<file path="src/rtl/line_buf_pkg.sv">
// Shared definitions for the ping-pong line buffer (data_save and line_pp_ctrl).
package line_buf_pkg;

  typedef logic buf_idx_t;

  localparam logic PP_FLAGW_RST = 1'b1;
  localparam logic PP_FLAGR_RST = 1'b0;

  // Number of bits needed to represent value (0 for value == 0).
  function automatic int unsigned clogb2(input int unsigned value);
    int unsigned v;
    int unsigned r;
    v = value;
    r = 0;
    while (v != 0) begin
      r = r + 1;
      v = v >> 1;
    end
    return r;
  endfunction

endpackage

</file>
<file path="src/rtl/line_pp_ctrl.sv">
// Write/read sequencer for the two-RAM ping-pong line buffer: write strobes and
// pointers, per-buffer full/length tracking, line-ready handshake and error flags.
module line_pp_ctrl
  import line_buf_pkg::*;
#(
  parameter  int unsigned RAM_DEPTH  = 100,
  localparam int unsigned ADDR_WIDTH = clogb2(RAM_DEPTH - 1)
) (
  input  logic                  clk,
  input  logic                  sclr,
  input  logic                  ce,
  input  logic                  de,
  input  logic                  rd_done,
  input  logic                  err_clr,
  output logic                  effect_reigon,
  output logic [ADDR_WIDTH-1:0] wr_addr1,
  output logic [ADDR_WIDTH-1:0] wr_addr2,
  output logic                  pp_flagw,
  output logic                  pp_flagr,
  output logic                  line_rdy,
  output logic [ADDR_WIDTH:0]   line_len,
  output logic                  ovf,
  output logic                  len_err
);

  localparam int unsigned        CNT_W   = ADDR_WIDTH + 1;
  localparam logic [CNT_W-1:0]   DEPTH_C = CNT_W'(RAM_DEPTH);

  logic                  r_pp_flagw;
  buf_idx_t              r_rb;
  logic [1:0]            r_full;
  logic [CNT_W-1:0]      r_len0;
  logic [CNT_W-1:0]      r_len1;
  logic [CNT_W-1:0]      r_cnt;
  logic                  r_de_d1;
  logic                  r_effect;
  logic [ADDR_WIDTH-1:0] r_wr_addr1;
  logic [ADDR_WIDTH-1:0] r_wr_addr2;
  logic                  r_ovf;
  logic                  r_len_err;

  buf_idx_t              w_wb;
  buf_idx_t              w_wb_nxt;
  logic                  w_wr_cyc;
  logic                  w_line_end;
  logic                  w_over;
  logic                  w_release;
  logic                  w_commit;
  logic                  w_drop;
  logic [CNT_W-1:0]      w_cnt_inc;
  logic [CNT_W-1:0]      w_cnt_nxt;
  logic [1:0]            w_full_nxt;

  // Event decode; the release is applied before the commit decision so a
  // same-cycle rd_done can free the buffer the finished line lives in.
  always_comb begin
    w_wb       = buf_idx_t'(~r_pp_flagw);
    w_wr_cyc   = ce & r_effect;
    w_line_end = ce & r_de_d1 & ~de;
    w_over     = ce & r_de_d1 & (r_cnt == DEPTH_C);
    w_release  = rd_done & r_full[r_rb];
    w_cnt_inc  = r_cnt + CNT_W'(w_wr_cyc);
    w_commit   = w_line_end & (~r_full[w_wb] | (w_release & (r_rb == w_wb)));
    w_drop     = w_line_end & ~w_commit;
    w_wb_nxt   = w_wb ^ w_commit;

    w_cnt_nxt = r_cnt;
    if (ce) begin
      w_cnt_nxt = w_line_end ? '0 : w_cnt_inc;
    end

    w_full_nxt = r_full;
    if (w_release) begin
      w_full_nxt[r_rb] = 1'b0;
    end
    if (w_commit) begin
      w_full_nxt[w_wb] = 1'b1;
    end
  end

  // Buffer ownership and write pointers; the idle buffer's pointer is held at 0.
  always_ff @(posedge clk or posedge sclr) begin
    if (sclr) begin
      r_pp_flagw <= PP_FLAGW_RST;
      r_rb       <= buf_idx_t'(PP_FLAGR_RST);
      r_full     <= '0;
      r_cnt      <= '0;
      r_wr_addr1 <= '0;
      r_wr_addr2 <= '0;
    end else begin
      r_pp_flagw <= ~w_wb_nxt;
      r_rb       <= r_rb ^ w_release;
      r_full     <= w_full_nxt;
      r_cnt      <= w_cnt_nxt;
      r_wr_addr1 <= (w_wb_nxt == 1'b0) ? w_cnt_nxt[ADDR_WIDTH-1:0] : '0;
      r_wr_addr2 <= (w_wb_nxt == 1'b1) ? w_cnt_nxt[ADDR_WIDTH-1:0] : '0;
    end
  end

  // Write strobe: one cycle behind de to line up with the data register.
  always_ff @(posedge clk or posedge sclr) begin
    if (sclr) begin
      r_de_d1  <= 1'b0;
      r_effect <= 1'b0;
    end else if (ce) begin
      r_de_d1  <= de;
      r_effect <= de & (w_cnt_inc < DEPTH_C);
    end
  end

  // Stored line lengths include the final write committing at the line-end edge.
  always_ff @(posedge clk or posedge sclr) begin
    if (sclr) begin
      r_len0 <= '0;
      r_len1 <= '0;
    end else if (w_commit) begin
      if (w_wb == 1'b1) begin
        r_len1 <= w_cnt_inc;
      end else begin
        r_len0 <= w_cnt_inc;
      end
    end
  end

  // Sticky error flags; a set in the same cycle as err_clr wins.
  always_ff @(posedge clk or posedge sclr) begin
    if (sclr) begin
      r_ovf     <= 1'b0;
      r_len_err <= 1'b0;
    end else begin
      if (w_drop) begin
        r_ovf <= 1'b1;
      end else if (err_clr) begin
        r_ovf <= 1'b0;
      end
      if (w_over) begin
        r_len_err <= 1'b1;
      end else if (err_clr) begin
        r_len_err <= 1'b0;
      end
    end
  end

  assign effect_reigon = r_effect;
  assign wr_addr1      = r_wr_addr1;
  assign wr_addr2      = r_wr_addr2;
  assign pp_flagw      = r_pp_flagw;
  assign pp_flagr      = r_rb;
  assign line_rdy      = r_full[r_rb];
  assign line_len      = (r_rb == 1'b1) ? r_len1 : r_len0;
  assign ovf           = r_ovf;
  assign len_err       = r_len_err;

endmodule

</file>
<file path="config.mk">
export PLATFORM = sky130hd
export DESIGN_NAME = line_pp_ctrl
export DESIGN_NICKNAME = d
export VERILOG_FILES = /design/src/rtl/line_buf_pkg.sv /design/src/rtl/line_pp_ctrl.sv
export SDC_FILE = /design/constraint.sdc
export NUM_CORES = 1
export LEC_CHECK = 0
export ABC_CLOCK_PERIOD_IN_PS = 2550
export CAP_MARGIN = 20
export CORE_UTILIZATION = 45
export DETAILED_ROUTE_END_ITERATION = 10
export GPL_TIMING_DRIVEN = 0
export PLACE_DENSITY = 0.69
export SYNTH_ARGS = -nofsm -noshare
export SYNTH_HDL_FRONTEND = slang
export SYNTH_SLANG_ARGS = --single-unit
</file>
<file path="constraint.sdc">
create_clock -name clk -period 2.55 [get_ports clk]
set_input_delay 0.3825 -clock clk [delete_from_list [all_inputs] [get_ports clk]]
set_output_delay 0.3825 -clock clk [all_outputs]
set_load 0.03 [all_outputs]
</file>
==> results of run 1 <==
## layer usage
layer / vias to the layer above / routed length [µm]
li1: 749 / -
met1: 745 / 2060
met2: 35 / 2000
met3: 7 / 163
met4: 0 / 62
met5: - / 0
## worst register-to-register path, cell delays in order, from the launching register on
cell     delay, ns
dfrtp_1       0.68
o21ai_0       0.22
mux2i_1       0.21
nor2_1        0.09
ha_1          0.50
inv_1         0.24
and2_1        0.19
## flip-flops by register name, summed over array words and instances, names as in the netlist
register / cells
effect_reigon: 1
len_err: 1
ovf: 1
pp_flagr: 1
pp_flagw: 1
r_cnt: 8
r_de_d1: 1
r_full: 2
r_len0: 8
r_len1: 8
wr_addr1: 7
wr_addr2: 7
## stage by stage
step	utilization (%)	power [mW]
final	59.5	2.65
after global routing	59.5	2.79
after CTS	59.3	2.67
after detailed placement	57.0	2.16
after global placement	56.5	2.14
after floorplan	-	1.75
## where the power goes
| part | total (mW) | switching [mW] | leakage (nW) | internal, mW |
|---|---|---|---|---|
| sequential | 1.07 | 0.139 | 0.598 | 0.928 |
| clock | 0.512 | 0.238 | 0.0575 | 0.274 |
| combinational | 1.07 | 0.590 | 0.531 | 0.481 |
## worst paths after layout
check / from / end / cells after the start
setup reg to reg: pp_flagr / wr_addr1[2] / 6
hold / removal: sclr / pp_flagr / 2
min in group clk: ce / r_cnt[7] / 3
max in group asynchronous: sclr / pp_flagw / 3
setup / recovery: pp_flagr / line_len[7] / 2
hold reg to reg: r_full[1] / pp_flagr / 1
## cell families (layout without fill, tap and decap cells)
family,count (synthesis),after routing
compound gates,42,42
xor+xnor,5,5
fa+ha+maj,4,4
buf+inv,19,60
flops,46,46
mux,14,14
simple gates,64,64
## final cells by class
class,instances,share of cell area [%]
inverter,12,1.70
buffer,6,1.84
timing repair buffer,34,13.3
clock buffer,8,4.16
tap,52,2.46
multi-input combinational,129,32.9
sequential,46,43.6
## cell usage after synthesis, types with 2 or more instances
| master | count | area share [%] |
|---|---|---|
| or3_4 | 2 | 1.1 |
| and2_1 | 11 | 3.3 |
| a21oi_1 | 17 | 4.0 |
| buf_6 | 3 | 1.6 |
| nand3_1 | 9 | 2.1 |
| ha_1 | 4 | 2.4 |
| xnor2_1 | 4 | 1.7 |
| a31oi_1 | 4 | 1.2 |
| nor2_1 | 16 | 2.8 |
| nand4_1 | 3 | 0.89 |
| o2bb2ai_1 | 2 | 0.83 |
| nor2b_1 | 3 | 0.89 |
| nand2_1 | 6 | 1.1 |
| dfrtp_1 | 45 | 53 |
| clkbuf_1 | 2 | 0.35 |
| a21oi_2 | 2 | 0.83 |
| inv_1 | 11 | 2.0 |
| o22ai_1 | 3 | 0.89 |
| nand2_2 | 2 | 0.59 |
| mux2_2 | 13 | 6.9 |
| o21ai_0 | 9 | 2.1 |
## timing repair
item | CTS | global route
gates resized for setup | 0 | 4
endpoints found under the setup margin | 8 | 5
hold endpoints to repair | 0 | 0
gates cloned | 0 | 0
hold buffers | 0 | 0
==> results.md, run 1 <==
- Result of the run: finished with violations
- Violated checks: DRC
- Number of buffers inserted by post-CTS setup repair: 0
- EDFF count, synth: 0
- Post-synthesis net count: 204
- Number of pins with negative max-slew slack in the final report: 0
- Non-Filler Instances: 287
- Hold Fails Final Rpt: 0
- Placer Congestion: 0.883
- Height of the die: 70.6 µm
- Post-detailed-route DRC marker count: 6
- Ports: 34
- Worst path cell trace: mux2_2, clkdlybuf4s50_1
- Area fraction in compound gates after synthesis: 11.8%
- Multi-input combinational cell area: 871 µm²
- Routed via count divided by cell count: 5.35
- Post-route worst setup slack: 0.198 ns
- Achievable clock frequency: 0.425 GHz
- Dominant combinational cell family by area after synthesis: simple AND/OR/NAND/NOR gates
- Fraction of synthesized cell area in xor and xnor cells: 2.07%
- Share of synthesized area occupied by flip-flops and latches: 54.5%
- Die area: 4980 µm²
- Met2 Track Usage GR: 29.8%
- Final routed wire length divided by cell count: 14.9 µm
- Gate count after technology mapping: 194
- Synth Warn #: 0
- Dominant synthesized flop cell: dfrtp_1
- Initial Util: 47.6%
- Tmin final: 2.35 ns
- Actual slew at the worst max-slew pin: 0.523 ns
- Area of the core region: 4440 µm²
- Area after detailed placement: 2530 µm²
- Met3 layer usage reported by global route: 4.56%
- Number of different library cells in the post-synthesis netlist: 44
- Top library cells by usage in the layout, fill and taps aside: dfrtp_1, clkdlybuf4s50_1, a21oi_1
- Pwr per Cell Area: 1000 nW/µm²
- Mapped cell area: 2120 µm²
- Total of buffers placed on input and output ports: 33
- Largest net degree at the start of global routing: 40
- Crit path max fanout: 14
- Delay of the slowest cell on the worst path: 0.68 ns
- Critical path's top delay family: flip-flops
- Category of the worst setup path launch point: flip-flop
- Post-Synth Adder-Cell Area: 2.37%
- Register-to-register setup slack: 0.32 ns
- Period Utilization, post-route: 92.2%
- Clock-pin transition on the worst setup and hold timing paths: 0.08 ns
- Category of the worst setup path capture point: output port
- Number of DRC markers after the initial detailed-route iteration: 65
- Max-capacitance violation count: 0
- Worst Path Arrival: 1.97 ns
- Static leakage: 1.19 nW
- Clock tree root driver cell: clkbuf_8
- Routed WL: 4280 µm
- Post-layout nets: 244
- Via count of the first global-routing pass: 1468
- Total CTS buffers: 5
- Sequential cell area: 1150 µm²
- Overflow left after global routing: 0
- RSZ-0062 raised after global routing: no
- Vias: 1536
- Synth async-reset ratio: 100%
- Buffer levels on the longest clock path: 2
- Post-detailed-route count of antenna-violating nets: 0
- Final-report setup violation count: 0
- Worst hold slack: 0.304 ns
- Pre-CTS setup slack: -0.298 ns
- Highest ir drop seen on vdd: 556 µV
- Sum of buffers and inverters on the critical path: 1
- Placed Cells incl. Taps: 280
- Data required, critical path: 2.17 ns
- Area growth from synthesis to final layout: 25.0%
- CTS H-Tree Depth: 2
- Final instance area: 2650 µm²
- GRT busiest layer: met2
- GR Util met1: 26.0%
- Initial antenna violation count: 0
- Cell Rows: 24
- Length of the first detailed-routing pass in iterations: 7
- Slowest-stage cell, CP: dfrtp_1
- Total half-perimeter wirelength after legalization and detailed placement: 3100 µm
- Skew-Pair Late Insertion Delay: 0.30 ns
- Mux contribution to synthesized area: 7.39%
- Clock skew after layout: 0.00767 ns
- Wire length of the first global-routing pass: 7160 µm
- Simple-gate share of the synthesized area: 17.4%
- TritonCTS clock tree: done
- Avg Inst Size Synth: 10.9 µm²
- Total routing usage reported by global routing: 18.9%
- Worst rel slew slack: 65.1%
- HP Class: input port to asynchronous set/reset pin
- WS Path Type: flip-flop to output port
- Most frequent standard cell in the layout excluding fill and tap cells: dfrtp_1
- Horiz. Die Dim: 70.6 µm
- # fillers: 417
- Fraction of final layout cells sized beyond drive strength 1: 17.0%
- Antenna Cells: 0
- Synth Register Bits: 46
- Fin Setup TNS: 0 ns
- Clock sink count: 46
No activity file was read; power rests on OpenSTA's default activity.
==> run 2, diff against run 1 <==
--- a/config.mk
+++ b/config.mk
@@ -7,10 +7,12 @@
 export LEC_CHECK = 0
 export ABC_CLOCK_PERIOD_IN_PS = 2550
 export CAP_MARGIN = 20
+export CORE_MARGIN = 4
 export CORE_UTILIZATION = 45
 export DETAILED_ROUTE_END_ITERATION = 10
 export GPL_TIMING_DRIVEN = 0
 export PLACE_DENSITY = 0.69
+export RECOVER_POWER = 100
 export SYNTH_ARGS = -nofsm -noshare
 export SYNTH_HDL_FRONTEND = slang
 export SYNTH_SLANG_ARGS = --single-unit
==> run 2 against run 1 <==
The run now ends clean. Clock skew grew 0.0057 ns. Sequential cell count is the same. Global-route usage shrank 2.9 points. Critical path type unchanged. Die area grew 18%. Setup slack lost 0.087 ns. Worst hold slack gained 0.15 ns.
==> results.md, run 2 (synthesis gave the netlist of run 1 again) <==
- Result of the run: completed
- Hold Fails Final Rpt: 0 (unchanged)
- Number of DRC markers after the initial detailed-route iteration: 87 (+34%)
- Placer Congestion: 0.853 (-3.4%)
- Number of cells on the worst hold path: 3
- Total routing usage reported by global routing: 16.1% (-2.9 points)
- Height of the die: 76.6 µm (+8.5%)
- Clock tree root driver cell: clkbuf_8
- Total CTS buffers: 5 (unchanged)
- Period Utilization, post-route: 95.6% (+3.4 points)
- Max-capacitance violation count: 0 (unchanged)
- Share of the core filled with cells: 58.3% (-1.2 points)
- Final instance area: 2590 µm² (-2.0%)
- Highest ir drop seen on vdd: 477 µV (-14%)
- Via count of the first global-routing pass: 1549 (+5.5%)
- Worst Path Arrival: 2.06 ns (+0.09 ns)
- WS Path Type: flip-flop to output port
- Total of buffers placed on input and output ports: 33 (unchanged)
- Buffer levels on the longest clock path: 2 (unchanged)
- Pwr per Cell Area: 974 nW/µm² (-2.8%)
- Most frequent standard cell in the layout excluding fill and tap cells: dfrtp_1
- Wire length of the first global-routing pass: 7510 µm (+4.9%)
- Pre-CTS setup slack: -0.307 ns (-0.00959 ns)
- Initial antenna violation count: 0 (unchanged)
- Biggest registers after layout: r_cnt x8, r_len0 x8, r_len1 x8
- Routed WL: 4420 µm (+3.2%)
- Area growth from synthesis to final layout: 22.5%
- Placed Cells incl. Taps: 280 (unchanged)
- Top library cells by usage in the layout, fill and taps aside: dfrtp_1, dlygate4sd3_1, a21oi_1
- Post-detailed-route DRC marker count: 0 (-6)
- CTS Hold Buffers Added: 0 (unchanged)
- Fraction of final layout cells sized beyond drive strength 1: 14.5% (-2.6 points)
- Overflow left after global routing: 0 (unchanged)
- Clock-pin transition on the worst setup and hold timing paths: 0.09 ns (about the same)
- Antenna Cells: 0 (unchanged)
- Switching power share of the total: 37.9% (+1.4 points)
- HP Class: input port to flip-flop
- Ports: 34 (unchanged)
- Clock sink count: 46 (unchanged)
- Achievable clock frequency: 0.410 GHz (-3.5%)
- Part of the total power dissipated in combinational logic: 39.7% (-0.7 points)
- Category of the worst setup path capture point: output port
- Die area: 5860 µm² (+18%)
- Vias: 1565 (+1.9%)
- Cell Rows: 24 (unchanged)
- Category of the worst setup path launch point: flip-flop
- Data required, critical path: 2.17 ns (about the same)
- Crit path max fanout: 14 (unchanged)
- # resized after CTS: 1 (+1)
- Routed via count divided by cell count: 5.45 (+1.9%)
- Clock skew after layout: 0.0134 ns (+0.00573 ns)
- Design internal power: 1.57 mW (-6.8%)
- Power spent charging and discharging nets: 0.955 mW (-1.3%)
- Part of the power in registers: 42.3% (+2.0 points)
- Actual slew at the worst max-slew pin: 0.894 ns (+0.371 ns)
- Area after detailed placement: 2530 µm² (unchanged)
- Skew-Pair Late Insertion Delay: 0.30 ns (about the same)
- Clock network fraction of total power: 18.0% (-1.3 points)
- Worst hold slack: 0.450 ns (+0.146 ns)
- Number of buffers inserted by post-CTS setup repair: 0 (unchanged)
- Horiz. Die Dim: 76.6 µm (+8.5%)
- Post-detailed-route count of antenna-violating nets: 0 (unchanged)
- Number of pins with negative max-slew slack in the final report: 0 (unchanged)
- Reg2Reg Depth: 6 (unchanged)
- Area of the core region: 4440 µm² (unchanged)
- CTS H-Tree Depth: 2 (unchanged)
- Tmin final: 2.44 ns (+0.0865 ns)
- Static leakage: 1.21 nW (+2.0%)
- Power Total: 2.52 mW (-4.8%)
- Initial Util: 47.6% (unchanged)
- RSZ-0062 raised after global routing: no
- Post-layout nets: 244 (unchanged)
- Final routed wire length divided by cell count: 15.4 µm (+3.2%)
- TritonCTS clock tree: done
- Post-route worst setup slack: 0.112 ns (-0.0865 ns)
- Length of the first detailed-routing pass in iterations: 4 (-3)
- Fin Setup TNS: 0 ns (unchanged)
- Largest net degree at the start of global routing: 39 (-2.5%)
- Non-Filler Instances: 287 (unchanged)
- Final-report setup violation count: 0 (unchanged)
- Worst rel slew slack: 40.4% (-25 points)
- Total half-perimeter wirelength after legalization and detailed placement: 3120 µm (+0.55%)
==> run 2: area by class of cell <==
cell class / instances / area, µm²
Clock inverter: 1 / 5.00
Inverter: 12 / 45.0
Tap cell: 52 / 65.1
Buffer: 6 / 45.0
Sequential cell: 46 / 1150
Timing Repair Buffer: 34 / 329
Multi-Input combinational cell: 129 / 863
Clock buffer: 7 / 86.3
Fill cell: 419 / 1850
==> run 2: critical path, cell delays in order, from the launching register on <==
cell	delay, ns
dfrtp_1	0.67
mux2_2	0.40
dlygate4sd3_1	0.69
==> run 2: power by group through the flow <==
| stage | sequential [mW] | combinational (mW) | clock [mW] |
|---|---|---|---|
| after floorplan | 1.12 | 0.636 | 0 |
| after detailed placement | 1.06 | 1.10 | 0 |
| final | 1.07 | 1.00 | 0.454 |
| after global placement | 1.05 | 1.09 | 0 |
| after CTS | 1.07 | 1.08 | 0.465 |
| after global routing | 1.11 | 1.09 | 0.498 |
==> run 2: final timing paths <==
kind / from / to / slack [ns]
setup / recovery: pp_flagr / line_len[6] / 0.11
hold / removal: ce / r_cnt[7] / 0.45
setup reg to reg: pp_flagr / wr_addr1[2] / 0.35
hold reg to reg: r_full[1] / pp_flagr / 0.50
max in group asynchronous: sclr / r_cnt[0] / 0.90
min in group asynchronous: sclr / pp_flagr / 0.46
==> run 2: routing by layer <==
metal / up-vias / GRT usage [%] / share of wire [%]
li1: 753 / - / -
met1: 746 / 21.7 / 45
met2: 56 / 24.3 / 45
met3: 10 / 4.85 / 7.1
met4: 0 / 6.16 / 2.3
met5: - / 0 / 0
